[config.mk]
export PLATFORM = sky130hd
export DESIGN_NAME = alu_op_sequencer
export DESIGN_NICKNAME = d
export VERILOG_FILES = /design/src/rtl/alu_seq_defs.sv /design/src/rtl/alu_op_sequencer_alu.sv /design/src/rtl/alu_op_sequencer.sv
export SDC_FILE = /design/constraint.sdc
export NUM_CORES = 1
export LEC_CHECK = 0
export CAP_MARGIN = 0
export CORE_UTILIZATION = 35
export DETAILED_ROUTE_END_ITERATION = 12
export RECOVER_POWER = 100
export SYNTH_ARGS = -nofsm -noshare
export SYNTH_HDL_FRONTEND = slang
export SYNTH_SLANG_ARGS = --single-unit
[constraint.sdc]
create_clock -name clk -period 3.2 [get_ports clk]
set_clock_uncertainty 0.2 [all_clocks]
set_input_delay 0.32 -clock clk [delete_from_list [all_inputs] [get_ports clk]]
set_output_delay 0.32 -clock clk [all_outputs]
set_load 0.05 [all_outputs]
[src/rtl/alu_seq_defs.sv]
// Shared encodings for the ALU operation sequencer: command classes, ALU
// selects, FSM states and the bit positions of every command field.
package alu_seq_defs;

  localparam int ALU_W    = 4;
  localparam int NUM_REGS = 4;
  localparam int INSTR_W  = 10;

  localparam logic [1:0] CLS_ALU   = 2'b00;
  localparam logic [1:0] CLS_LOADI = 2'b01;
  localparam logic [1:0] CLS_READ  = 2'b10;
  localparam logic [1:0] CLS_NOP   = 2'b11;

  localparam logic [1:0] SEL_AND = 2'b00;
  localparam logic [1:0] SEL_OR  = 2'b01;
  localparam logic [1:0] SEL_XOR = 2'b10;
  localparam logic [1:0] SEL_ADD = 2'b11;

  localparam logic [1:0] ST_IDLE = 2'd0;
  localparam logic [1:0] ST_EXEC = 2'd1;
  localparam logic [1:0] ST_RESP = 2'd2;

  // READ reuses the rs1 field position for its source register.
  localparam int CLS_HI = 9;
  localparam int CLS_LO = 8;
  localparam int SEL_HI = 7;
  localparam int SEL_LO = 6;
  localparam int RD_HI  = 5;
  localparam int RD_LO  = 4;
  localparam int RS1_HI = 3;
  localparam int RS1_LO = 2;
  localparam int RS2_HI = 1;
  localparam int RS2_LO = 0;
  localparam int IMM_HI = 3;
  localparam int IMM_LO = 0;

endpackage

[src/rtl/alu_op_sequencer_alu.sv]
// Combinational 4-bit ALU: AND/OR/XOR clear carry, ADD reports carry-out.
module alu_op_sequencer_alu
  import alu_seq_defs::*;
(
  input  logic [ALU_W-1:0] a_i,
  input  logic [ALU_W-1:0] b_i,
  input  logic [1:0]       sel_i,
  output logic [ALU_W-1:0] out_o,
  output logic             carry_o
);

  logic [ALU_W:0] sum;

  always_comb begin
    sum     = {1'b0, a_i} + {1'b0, b_i};
    out_o   = '0;
    carry_o = 1'b0;
    case (sel_i)
      SEL_AND: out_o = a_i & b_i;
      SEL_OR:  out_o = a_i | b_i;
      SEL_XOR: out_o = a_i ^ b_i;
      SEL_ADD: begin
        out_o   = sum[ALU_W-1:0];
        carry_o = sum[ALU_W];
      end
      default: out_o = '0;
    endcase
  end

endmodule

[src/rtl/alu_op_sequencer.sv]
// Executes ALU/LOADI/READ/NOP commands one at a time against a 4-entry
// register file with carry/zero flags; READ results leave via a response handshake.
module alu_op_sequencer
  import alu_seq_defs::*;
#(
  parameter int DATA_W = 4,
  parameter int CNT_W  = 8
) (
  input  logic               clk,
  input  logic               rst,
  input  logic               cmd_valid,
  output logic               cmd_ready,
  input  logic [INSTR_W-1:0] cmd_instr,
  output logic               rsp_valid,
  input  logic               rsp_ready,
  output logic [DATA_W-1:0]  rsp_data,
  output logic               rsp_carry,
  output logic               rsp_zero,
  output logic               busy,
  output logic [CNT_W-1:0]   op_count
);

  logic [1:0]         state_q, state_d;
  logic [INSTR_W-1:0] instr_q, instr_d;
  logic [DATA_W-1:0]  regs_q [NUM_REGS];
  logic [DATA_W-1:0]  regs_d [NUM_REGS];
  logic               carry_q, carry_d;
  logic               zero_q, zero_d;
  logic [DATA_W-1:0]  rspData_q, rspData_d;
  logic               rspCarry_q, rspCarry_d;
  logic               rspZero_q, rspZero_d;
  logic [CNT_W-1:0]   count_q, count_d;

  logic [1:0]         cls, sel, rd, rs1, rs2;
  logic [DATA_W-1:0]  imm, aluA, aluB, aluOut;
  logic               aluCarry;

  assign cls = instr_q[CLS_HI:CLS_LO];
  assign sel = instr_q[SEL_HI:SEL_LO];
  assign rd  = instr_q[RD_HI:RD_LO];
  assign rs1 = instr_q[RS1_HI:RS1_LO];
  assign rs2 = instr_q[RS2_HI:RS2_LO];
  assign imm = instr_q[IMM_HI:IMM_LO];

  // Operands are held at zero outside EXEC so the ALU only toggles when used.
  assign aluA = (state_q == ST_EXEC) ? regs_q[rs1] : '0;
  assign aluB = (state_q == ST_EXEC) ? regs_q[rs2] : '0;

  alu_op_sequencer_alu u_alu (
    .a_i    (aluA),
    .b_i    (aluB),
    .sel_i  (sel),
    .out_o  (aluOut),
    .carry_o(aluCarry)
  );

  assign cmd_ready = (state_q == ST_IDLE) && !rst;
  assign rsp_valid = (state_q == ST_RESP);
  assign busy      = (state_q != ST_IDLE);
  assign rsp_data  = rspData_q;
  assign rsp_carry = rspCarry_q;
  assign rsp_zero  = rspZero_q;
  assign op_count  = count_q;

  always_comb begin
    state_d    = state_q;
    instr_d    = instr_q;
    regs_d     = regs_q;
    carry_d    = carry_q;
    zero_d     = zero_q;
    rspData_d  = rspData_q;
    rspCarry_d = rspCarry_q;
    rspZero_d  = rspZero_q;
    count_d    = count_q;
    case (state_q)
      ST_IDLE: begin
        if (cmd_valid) begin
          instr_d = cmd_instr;
          state_d = ST_EXEC;
        end
      end
      ST_EXEC: begin
        state_d = ST_IDLE;
        case (cls)
          CLS_ALU: begin
            regs_d[rd] = aluOut;
            carry_d    = aluCarry;
            zero_d     = (aluOut == '0);
            count_d    = count_q + CNT_W'(1);
          end
          CLS_LOADI: begin
            regs_d[rd] = imm;
            zero_d     = (imm == '0);
            count_d    = count_q + CNT_W'(1);
          end
          CLS_READ: begin
            rspData_d  = regs_q[rs1];
            rspCarry_d = carry_q;
            rspZero_d  = zero_q;
            state_d    = ST_RESP;
          end
          CLS_NOP: count_d = count_q + CNT_W'(1);
        endcase
      end
      ST_RESP: begin
        if (rsp_ready) begin
          state_d = ST_IDLE;
          count_d = count_q + CNT_W'(1);
        end
      end
      default: state_d = ST_IDLE;
    endcase
  end

  // Reset discards any in-flight command or pending response.
  always_ff @(posedge clk) begin
    if (rst) begin
      state_q <= ST_IDLE;
      instr_q <= '0;
      for (int i = 0; i < NUM_REGS; i++) regs_q[i] <= '0;
      carry_q    <= 1'b0;
      zero_q     <= 1'b0;
      rspData_q  <= '0;
      rspCarry_q <= 1'b0;
      rspZero_q  <= 1'b0;
      count_q    <= '0;
    end else begin
      state_q    <= state_d;
      instr_q    <= instr_d;
      regs_q     <= regs_d;
      carry_q    <= carry_d;
      zero_q     <= zero_d;
      rspData_q  <= rspData_d;
      rspCarry_q <= rspCarry_d;
      rspZero_q  <= rspZero_d;
      count_q    <= count_d;
    end
  end

endmodule

# Word level (Yosys, flattened, before mapping)
# Cells that the tools add are included.
classes:
  bitwise_logic: 6
  reduce_logical: 18
  muxes: 23
  eq_ne: 11
  magnitude_cmp: 4
  addsub: 2
ops:
  columns: ["operator", "count"]
  rows:
  - ["$bwmux 16", 2]
  - ["$pmux 16 s2", 1]
  - ["$mux 4", 7]
  - ["$bmux 4 s2", 2]
  - ["$mux 8", 2]
  - ["$pmux 4 s4", 1]
  - ["$pmux 8 s2", 1]
  - ["$eq 2x2->1 const B", 5]
  - ["$reduce_and 2->1", 5]
  - ["$ge 3x3->1 const B", 3]
  - ["$not 2->3", 3]
  - ["$add 8x1->8 const B", 1]
  - ["$demux 4 s2", 1]
  - ["$logic_not 4->1", 2]
  - ["$eq 2x1->1 const B", 3]
  - ["$logic_not 2->1", 3]
  - ["$mux 2", 3]
  - ["$pmux 2 s3", 1]
  - ["$reduce_bool 2->1", 3]
  - ["$add 4x4->5", 1]
  - ["$and 4x4->4", 1]
  - ["$ne 2x2->1 const B", 2]
  - ["$or 4x4->4", 1]
  - ["$xor 4x4->4", 1]
  - ["other kinds (8)", 9]
word_totals:
  output_inout_bits: 17
  inputBits: 14
  ff_bits: 44
  word_cells: 76

# Depth between registers and ports, before layout
# Gate-level depths: netlist of the first run.
depth:
  depth_word: 9
  mapped_depth: 12
  mapped_depth_nobuf: 11

# Hierarchy
# A second synthesis of the first run with hierarchy kept.
unflattened:
  cells_unflattened: 259
  area_unflattened_um2: 2332.2
by_module_without_submodules:
  columns: ["module", "cells_per_inst", "seq_area_each_um2", "n_inst", "area_per_inst_um2"]
  rows:
  - ["alu_op_sequencer", 211, 880.8, 1, 1995.7]
  - ["alu_op_sequencer_alu", 48, 0.0, 1, 336.6]

# Worst setup path before layout of the first run
# OpenSTA, ideal clock, no wires.
synth_timing:
  path_kind: "register -> register"
  startpoint: "reg instr_q[1]"
  endpoint: "reg zero_q"
  t_arrival_ns: 2.896
  slack_ns: 0.016
  synth_period_minus_slack_ns: 3.184
  required_time_ns: 2.912
  setup_time_ns: 0.088
  stages_incl_launch_ff: 12
  n_path_buf: 1
  path_cell_list: "dfxtp_1 -> clkbuf_1 -> mux2_2 -> o21ai_0 -> nor2_1 -> ha_1 -> inv_1 -> fa_1 -> inv_1 -> mux4_2 -> or4_1 -> o32ai_2"
synth_via:
  elab_chain_len: 9
  word_cells_on_any_way: 13
  classes_between: "add/sub (1); mux (6); bitwise (4); reduce/logical (2)"
synth_lines:
  columns: ["item", "line_no", "source"]
  rows:
  - ["start, declared", "alu_op_sequencer.sv:24", "logic [INSTR_W-1:0] instr_q, instr_d;"]
  - ["start signal, assigned", "alu_op_sequencer.sv:129", "instr_q <= instr_d;"]
  - ["$not 2->3 (implied by the code)", "alu_op_sequencer.sv:47", "assign aluB = (state_q == ST_EXEC) ? regs_q[rs2] : '0;"]
  - ["$bmux 4 s2", "alu_op_sequencer.sv:47", null]
  - ["$mux 4 (implied by the code) (2 in series)", "alu_op_sequencer.sv:47", null]
  - ["$mux 4", "alu_op_sequencer.sv:47", null]
  - ["$add 4x4->5, or another cell as far along", "alu_op_sequencer_alu.sv:15", "sum = {1'b0, a_i} + {1'b0, b_i};"]
  - ["$pmux 4 s4", "alu_op_sequencer_alu.sv:18", "case (sel_i)"]
  - ["$logic_not 4->1", "alu_op_sequencer.sv:88", "zero_d = (aluOut == '0);"]
  - ["$pmux 1 s2 (*)", "alu_op_sequencer.sv:84", "case (cls)"]
  - ["end signal, assigned", "alu_op_sequencer.sv:132", "zero_q <= zero_d;"]
  - ["end, declared", "alu_op_sequencer.sv:28", "logic zero_q, zero_d;"]
# Mark *: on every way between the ends. The rest lies on a longest branch, timed or not. The select of a mux whose other input is x is not followed.
# A chain may end at the register's enable or synchronous reset.

# Worst setup path after layout of the first run
layout_timing:
  startpoint: "reg instr_q[2]"
  endpoint: "reg zero_q"
layout_via:
  elab_chain_len: 9
  word_cells_on_any_way: 13
  classes_between: "add/sub (1); mux (6); bitwise (4); reduce/logical (2)"
layout_lines:
  columns: ["item", "line_no", "source"]
  rows:
  - ["$not 2->3 (implied by the code)", "alu_op_sequencer.sv:46", "assign aluA = (state_q == ST_EXEC) ? regs_q[rs1] : '0;"]
  - ["$bmux 4 s2", "alu_op_sequencer.sv:46", null]
  - ["$mux 4 (implied by the code) (2 in series)", "alu_op_sequencer.sv:46", null]
  - ["$mux 4", "alu_op_sequencer.sv:46", null]
  - ["$add 4x4->5, or another cell as far along", "alu_op_sequencer_alu.sv:15", null]
  - ["$pmux 4 s4", "alu_op_sequencer_alu.sv:18", null]
  - ["$logic_not 4->1", "alu_op_sequencer.sv:88", null]
  - ["$pmux 1 s2 (*)", "alu_op_sequencer.sv:84", null]
# Marks and branches as above.

==> results of run 1 <==
[cell type report]
type                    count  share of cell area
well taps                  96              0.0399
clock buffers               5              0.0229
flip-flops and latches     44               0.295
multi-input cells         217               0.496
repair buffers             39               0.115
inverters                  14              0.0175
clock inverters             3              0.0141
[metal layers]
metal  vias up  global-route usage  share of wire
li1       1101                   -              -
met1      1024               0.236           0.49
met2        38               0.291           0.46
met3         5              0.0419          0.037
met4         0              0.0485          0.010
met5         -                   0              0
[per-stage QoR]
step           power (W)  hold slack [ns]  area (um2)  setup WS, ns  utilization
6_report         0.00118            0.262        3010        0.0951        0.438
3_3_place_gp    0.000765            0.245        2930         0.117        0.427
2_1_floorplan   0.000708            0.228        2510        0.0157            -
4_1_cts          0.00120            0.264        3050        0.0122        0.443
3_5_place_dp    0.000769            0.252        2930      -0.00122        0.427
5_1_grt          0.00123            0.311        3010        0.0160        0.438
[layout by cell type, fill, tap and decap left out, types with 2 or more instances in the layout]
| cell type | synthesis | layout |
|---|---|---|
| dfxtp_1 | 44 | 42 |
| nand2_1 | 34 | 34 |
| a21oi_1 | 25 | 25 |
| nor2_1 | 23 | 24 |
| dlygate4sd3_1 | 0 | 17 |
| mux2i_1 | 16 | 16 |
| inv_1 | 14 | 14 |
| clkdlybuf4s50_1 | 0 | 12 |
| o21ai_0 | 9 | 9 |
| nand3_1 | 9 | 9 |
| o31ai_1 | 9 | 9 |
| ha_1 | 9 | 9 |
| nand2b_1 | 7 | 7 |
| and2_1 | 8 | 6 |
| mux4_2 | 5 | 5 |
| a211oi_1 | 5 | 5 |
| nor4_1 | 5 | 5 |
| or4_1 | 6 | 5 |
| nand3b_1 | 5 | 5 |
| clkbuf_8 | 0 | 5 |
| clkbuf_1 | 10 | 5 |
| buf_4 | 1 | 5 |
| mux2_2 | 4 | 4 |
| nor3_1 | 4 | 4 |
| or3_1 | 3 | 3 |
| and2b_1 | 1 | 2 |
| or2b_1 | 2 | 2 |
| nor3b_1 | 2 | 2 |
| nand4_1 | 2 | 2 |
| or2_2 | 2 | 2 |
| or3b_2 | 2 | 2 |
[worst min path at each step]
stage / start / to / slack (ns) / depth (start not counted)
floorplan: carry_q / rsp_carry / 0.23 / 2
global placement: carry_q / rsp_carry / 0.24 / 2
detailed placement: carry_q / rsp_carry / 0.25 / 2
CTS: carry_q / rsp_carry / 0.26 / 2
global route: carry_q / rsp_carry / 0.31 / 2
finish: carry_q / rsp_carry / 0.26 / 2
[critical path, stage by stage (launching register included)]
cell and delay [ns]:
dfxtp_4 0.37, buf_4 0.15, mux4_2 0.34, and2_4 0.14
inv_1 0.06, fa_1 0.54, inv_1 0.04, mux4_2 0.48
or4_4 0.50, o32ai_2 0.20
[state kept, by name, summed over array words and instances (netlist names)]
register and flops:
rsp_zero 1, op_count 8, state_q 2, rsp_data 4
carry_q 1, instr_q 10, zero_q 1, regs_q 16
rsp_carry 1
[logic make-up (layout without fill, tap and decap cells)]
family | count (synthesis) | in the layout | share of synthesized area
simple gates | 125 | 125 | 0.270
buf+inv | 30 | 61 | 0.0513
xor+xnor | 1 | 1 | 0.00349
flops | 44 | 44 | 0.351
mux | 25 | 25 | 0.127
compound gates | 56 | 56 | 0.145
fa+ha+maj | 10 | 10 | 0.0528
[power groups by stage]
stage	Combinational [W]	Sequential (W)	Clock, W
6_report	0.000157	0.000592	0.000433
5_1_grt	0.000173	0.000595	0.000466
2_1_floorplan	0.000114	0.000594	0
3_5_place_dp	0.000164	0.000605	0
4_1_cts	0.000165	0.000592	0.000446
3_3_place_gp	0.000162	0.000604	0
==> out/metrics.cfg, run 1 <==
[power_and_ir_drop]
combPwrFrac = 0.133
clkPwrFrac = 0.366
switching_power_w = 0.000318
power.internal_w = 0.000864
power.density_nw_per_um2 = 393
ir_drop_mv = 0.182
power_leakage_nw = 1.07
swShare = 0.269
seqPwrFrac = 0.501

[die]
core_um2 = 6870
dieArea_um2 = 7520
die_y_um = 86.7
start_util = 0.366
die-width_um = 86.7
ios = 31
rows = 30

[setup_path]
r2r-end = zero_q
startpoint_type = register
crit_required_ns = 3.22
r2r_start = instr_q[2]
end_kind = register
cp_data_arrival_time_ns = 3.12
crit_type = register to register
crit_end = zero_q
rr_worst_depth = 9
path_max_fanout = 5
ff2ff_setup_slack_ns = 0.1
crit_start = instr_q[2]

[logic_synthesis]
synth_top_area_share = 0.351
synth_common_cells = dfxtp_1, nand2_1, a21oi_1, nor2_1, mux2i_1
avgSynthCellArea_um2 = 8.63
synth_fp_nets = 315
ys_types = 50
yosys.cell_count.top_type = dfxtp_1
synthCells = 291
yosysWarnings = 0
synth_seq_cells = 44
synth_flop_cell = dfxtp_1
synthTopCellsByArea = dfxtp_1, mux2i_1, nand2_1
synth_top_cell_by_area = dfxtp_1
syn_area_um2 = 2510
synth_edf_count = 0
async_flop_share = 0
yosysSeqAreaShare = 0.351

[worst_hold_path]
hp-class = register to register

[timing]
fin_crit_sh = 0.970
tightest_slew_ns = 1.21
setup_tns_ns = 0
fmax_mhz = 322
setup-violations-final = 0
slew_violations = 0
finalHoldViolations = 0
min_period_ns = 3.10
rsz0062_at_grt = no
slew_headroom = 0.184

[global_route]
grt_first_pass_wirelength_um = 10300
antenna_found_initial = 0
grt_max_degree = 31
grt_pass1_vias = 2057
globalRouteOverflowTotal = 0
grt_usage = 0.178

[detailed_routing]
routed_wl_um = 6180
drcViolationCount = 0
dr.pass1.iters = 4
antenna_left = 0
vias_per_cell = 5.19
dr_total_vias = 2168
drtIter0Drc = 91
routedWlPerCell_um = 14.8

[placement]
gp_congestion = 0.809
hpwl_um = 4690
dp_cells = 410
portBuffers = 30

[clock_network]
cts_resized = 1
htree_num_levels = 2
cts-hold-fix-buffers = 0
cts_setup_buffers = 0
clk_pin_slew_ns = 0.08
clock-root-buffer = clkbuf_8
clock_path_buffers = 2
clk-insertion-delay-late_ns = 0.30
cts_sinks = 44
numCtsBuffers = 5
cts_tree = yes

[layout]
drive_gt1_frac = 0.106
fill_cells = 696
multi_input_area_um2 = 1490
instances_no_fill = 418
nets = 345
area_growth_pct = 19.8
regArea_um2 = 886
antenna_cells = 0

[run_status]
status = finished, final reports clean

[job]
cap_violations = 0

Note: power is estimated with default switching activity, not from simulation.
==> run 2, diff against run 1 <==
--- a/config.mk
+++ b/config.mk
@@ -5,8 +5,10 @@
 export SDC_FILE = /design/constraint.sdc
 export NUM_CORES = 1
 export LEC_CHECK = 0
+export ABC_AREA = 1
 export CAP_MARGIN = 0
 export CORE_UTILIZATION = 35
+export CTS_CLUSTER_SIZE = 24
 export DETAILED_ROUTE_END_ITERATION = 12
 export RECOVER_POWER = 100
 export SYNTH_ARGS = -nofsm -noshare
==> constraint.sdc (replaced) <==
create_clock -name clk -period 3 [get_ports clk]
set_clock_uncertainty 0.2 [all_clocks]
set_input_delay 0.3 -clock clk [delete_from_list [all_inputs] [get_ports clk]]
set_output_delay 0.3 -clock clk [all_outputs]
set_load 0.05 [all_outputs]
==> out/metrics.cfg, run 2 <==
[clock_network]
numCtsBuffers = 5  ; unchanged
clock-root-buffer = clkbuf_8  ; unchanged
clk_pin_slew_ns = 0.09  ; was 0.08 ns
clk-insertion-delay-late_ns = 0.30  ; about the same
cts_sinks = 44  ; unchanged
htree_num_levels = 2  ; unchanged
clock_path_buffers = 2  ; unchanged
cts_tree = yes  ; unchanged
cts_setup_buffers = 0  ; unchanged
cts-hold-fix-buffers = 0  ; unchanged

[power_and_ir_drop]
power.density_nw_per_um2 = 454  ; was 393 nW/um2
power_leakage_nw = 1.20  ; was 1.07 nW
ir_drop_mv = 0.234  ; was 0.182 mV

[setup_path]
path_max_fanout = 9  ; was 5
timing.critical_path.buf_inv = 1  ; was 3
r2r_start = instr_q[2]  ; unchanged
worst-path-stages = 12  ; was 9
cp_slowest_cell = dfxtp_1  ; was fa_1
crit_required_ns = 2.98  ; was 3.22 ns
cp_data_arrival_time_ns = 2.73  ; was 3.12 ns
end_kind = register  ; unchanged
crit_family = compound AO/OA/AOI/OAI gates  ; was multiplexers
r2r-end = regs_q[1]  ; was zero_q
startpoint_type = register  ; unchanged
cpPeakStageDelay_ns = 0.40  ; was 0.54 ns
rr_worst_depth = 12  ; was 9
crit_chain = clkinv_1 -> o21ai_0 -> a21oi_1 -> a21oi_1 -> nor2_1 -> ha_1 -> o21ai_0 -> o21ai_0 -> o21bai_1 -> nand2_1 -> o21ai_0 -> a21oi_1  ; was buf_4 -> mux4_2 -> and2_4 -> inv_1 -> fa_1 -> inv_1 -> mux4_2 -> or4_4 -> o32ai_2
crit_end = regs_q[1]  ; was zero_q
crit_start = instr_q[2]  ; unchanged
path_common_cell = o21ai_0
ff2ff_setup_slack_ns = 0.24  ; was 0.1 ns
crit_type = register to register  ; unchanged

[layout]
top_register = regs_q  ; unchanged
multi_input_area_um2 = 1190  ; was 1490 um2
final_common_cell = inv_1  ; was dfxtp_1
nets = 396  ; was 345
regArea_um2 = 882  ; was 886 um2
largest_reg_flops = 16  ; unchanged
area_growth_pct = 19.8  ; about the same
fill_cells = 682  ; was 696
utilization = 0.438  ; about the same
drive_gt1_frac = 0.0456  ; was 0.106
layout_common_cells = inv_1, a21oi_1, o21ai_0, nand2_1, dfxtp_1  ; was dfxtp_1, nand2_1, a21oi_1, nor2_1, dlygate4sd3_1
antenna_cells = 0  ; unchanged

[die]
core_um2 = 6390  ; was 6870 um2
die-width_um = 83.7  ; was 86.7 um
start_util = 0.366  ; about the same
dieArea_um2 = 7010  ; was 7520 um2
die_y_um = 83.7  ; was 86.7 um
rows = 29  ; was 30
ios = 31  ; unchanged

[logic_synthesis]
yosysSeqAreaShare = 0.377  ; was 0.351
synthCells = 339  ; was 291
syn_area_um2 = 2340  ; was 2510 um2
yosys.cell_count.top_type = inv_1  ; was dfxtp_1
synthTopCellsByArea = dfxtp_1, a21oi_1, o21ai_0  ; was dfxtp_1, mux2i_1, nand2_1
synth_seq_cells = 44  ; unchanged
async_flop_share = 0  ; unchanged
ys_types = 29  ; was 50
avgSynthCellArea_um2 = 6.89  ; was 8.63 um2
synth_top_cell_by_area = dfxtp_1  ; unchanged
synth_fp_nets = 363  ; was 315
synth_top_area_share = 0.377  ; was 0.351
synth_flop_cell = dfxtp_1  ; unchanged
synth_common_cells = inv_1, a21oi_1, o21ai_0, nand2_1, dfxtp_1  ; was dfxtp_1, nand2_1, a21oi_1, nor2_1, mux2i_1
synth_edf_count = 0  ; unchanged
yosysWarnings = 0  ; unchanged

[timing]
setup_tns_ns = 0  ; unchanged
fin_crit_sh = 0.919  ; was 0.970
finalHoldViolations = 0  ; unchanged
hold_slack_ns = 0.267  ; was 0.262 ns
fmax_mhz = 363  ; was 322 MHz
min_period_ns = 2.76  ; was 3.10 ns
rsz0062_at_grt = no  ; unchanged
slew_violations = 0  ; unchanged
slew_headroom = 0.551  ; was 0.184
setup-violations-final = 0  ; unchanged
tightest_slew_ns = 0.674  ; was 1.21 ns

[global_route]
grt_first_pass_wirelength_um = 9560  ; was 10,300 um
grt_pass1_vias = 1938  ; was 2,057
globalRouteOverflowTotal = 0  ; unchanged
grt_usage = 0.173  ; was 0.178
antenna_found_initial = 0  ; unchanged
grt_max_degree = 21  ; was 31

[worst_hold_path]
hp-class = register to register  ; unchanged

[run_status]
status = finished, final reports clean  ; unchanged

[placement]
hpwl_um = 4410  ; was 4690 um
gp_congestion = 0.869  ; was 0.809
portBuffers = 30  ; unchanged

[detailed_routing]
dr_total_vias = 2219  ; was 2,168
vias_per_cell = 4.93  ; was 5.19
dr.pass1.iters = 4  ; unchanged
routedWlPerCell_um = 13.1  ; was 14.8 um
routed_wl_um = 5900  ; was 6180 um
antenna_left = 0  ; unchanged
drcViolationCount = 0  ; unchanged
drtIter0Drc = 112  ; was 91

[job]
cap_violations = 0  ; unchanged

## run 2: changes by cell type after synthesis, moves of 6 or more
cell	change
mux2i_1	-16
o21ai_0	+41
nand2_1	+14
or4_1	-6
and2_1	-8
inv_1	+38
a21oi_1	+26
nand2b_1	-7
nor2_1	+14
o31ai_1	-9
## run 2: cells by family after synthesis
| logic type | Yosys count | synth area share |
|---|---|---|
| AO/OA/AOI/OAI | 106 | 0.234 |
| XOR/XNOR | 2 | 0.00750 |
| adder cells (fa/ha/maj) | 10 | 0.0567 |
| buffers and inverters | 65 | 0.105 |
| flip-flops | 44 | 0.377 |
| AND/OR/NAND/NOR | 112 | 0.219 |
## run 2: worst min path at each step
| stage | startpoint | to | cells after the start |
|---|---|---|---|
| floorplan | rst | regs_q[14] | 3 |
| global placement | op_count[7] | op_count[7] | 2 |
| detailed placement | op_count[7] | op_count[7] | 2 |
| CTS | op_count[7] | op_count[7] | 2 |
| global route | op_count[7] | op_count[7] | 2 |
| finish | op_count[7] | op_count[7] | 2 |
## run 2: stage by stage
stage	cell area, um2	worst slack (ns)	power, W	instances
after floorplan	2340	0.538	0.000801	339
after detailed placement	2740	0.241	0.000880	442
after CTS	2830	0.216	0.00128	450
after global placement	2740	0.311	0.000880	442
after global routing	2800	0.0149	0.00133	450
final	2800	0.244	0.00127	450
## run 2: tightest hold or removal path: stages, from the launching register on
cell,delay (ns)
dfxtp_1,0.33
inv_1,0.05
a21oi_1,0.05
## run 2: what timing repair did
action	in CTS	in global routing
endpoints found under the setup margin	0	9
endpoints found under the hold margin	0	0
resized for setup	0	2
## run 2: layout make-up
| cell class | count | share of cell area |
|---|---|---|
| tap | 77 | 0.0344 |
| sequential | 44 | 0.315 |
| timing repair buffer | 35 | 0.117 |
| inverter | 56 | 0.0764 |
| clock buffer | 7 | 0.0308 |
| multi-input combinational | 230 | 0.424 |
| clock inverter | 1 | 0.00268 |
## run 2: where the power goes
group	leakage, nW	internal, W	total (W)	switching [W]
registers	0.359	0.000609	0.000634	0.0000248
logic	0.801	0.0000788	0.000229	0.000150
clock network	0.0445	0.000188	0.000409	0.000221
total	1.20	0.000876	0.00127	0.000396
## run 2: per-layer routing
metal,track usage,up-vias,share of wire
met5,0,-,0
met4,0.0709,0,0.016
met3,0.0326,7,0.043
met2,0.256,46,0.42
met1,0.246,994,0.52
li1,-,1172,-
==> run 3, diff against run 2 <==
--- a/config.mk
+++ b/config.mk
@@ -11,6 +11,7 @@
 export CTS_CLUSTER_SIZE = 24
 export DETAILED_ROUTE_END_ITERATION = 12
 export RECOVER_POWER = 100
+export SLEW_MARGIN = 40
 export SYNTH_ARGS = -nofsm -noshare
 export SYNTH_HDL_FRONTEND = slang
 export SYNTH_SLANG_ARGS = --single-unit
==> results of run 3 <==
Same layout as run 2: the final DEF is identical, and so are final timing and power.
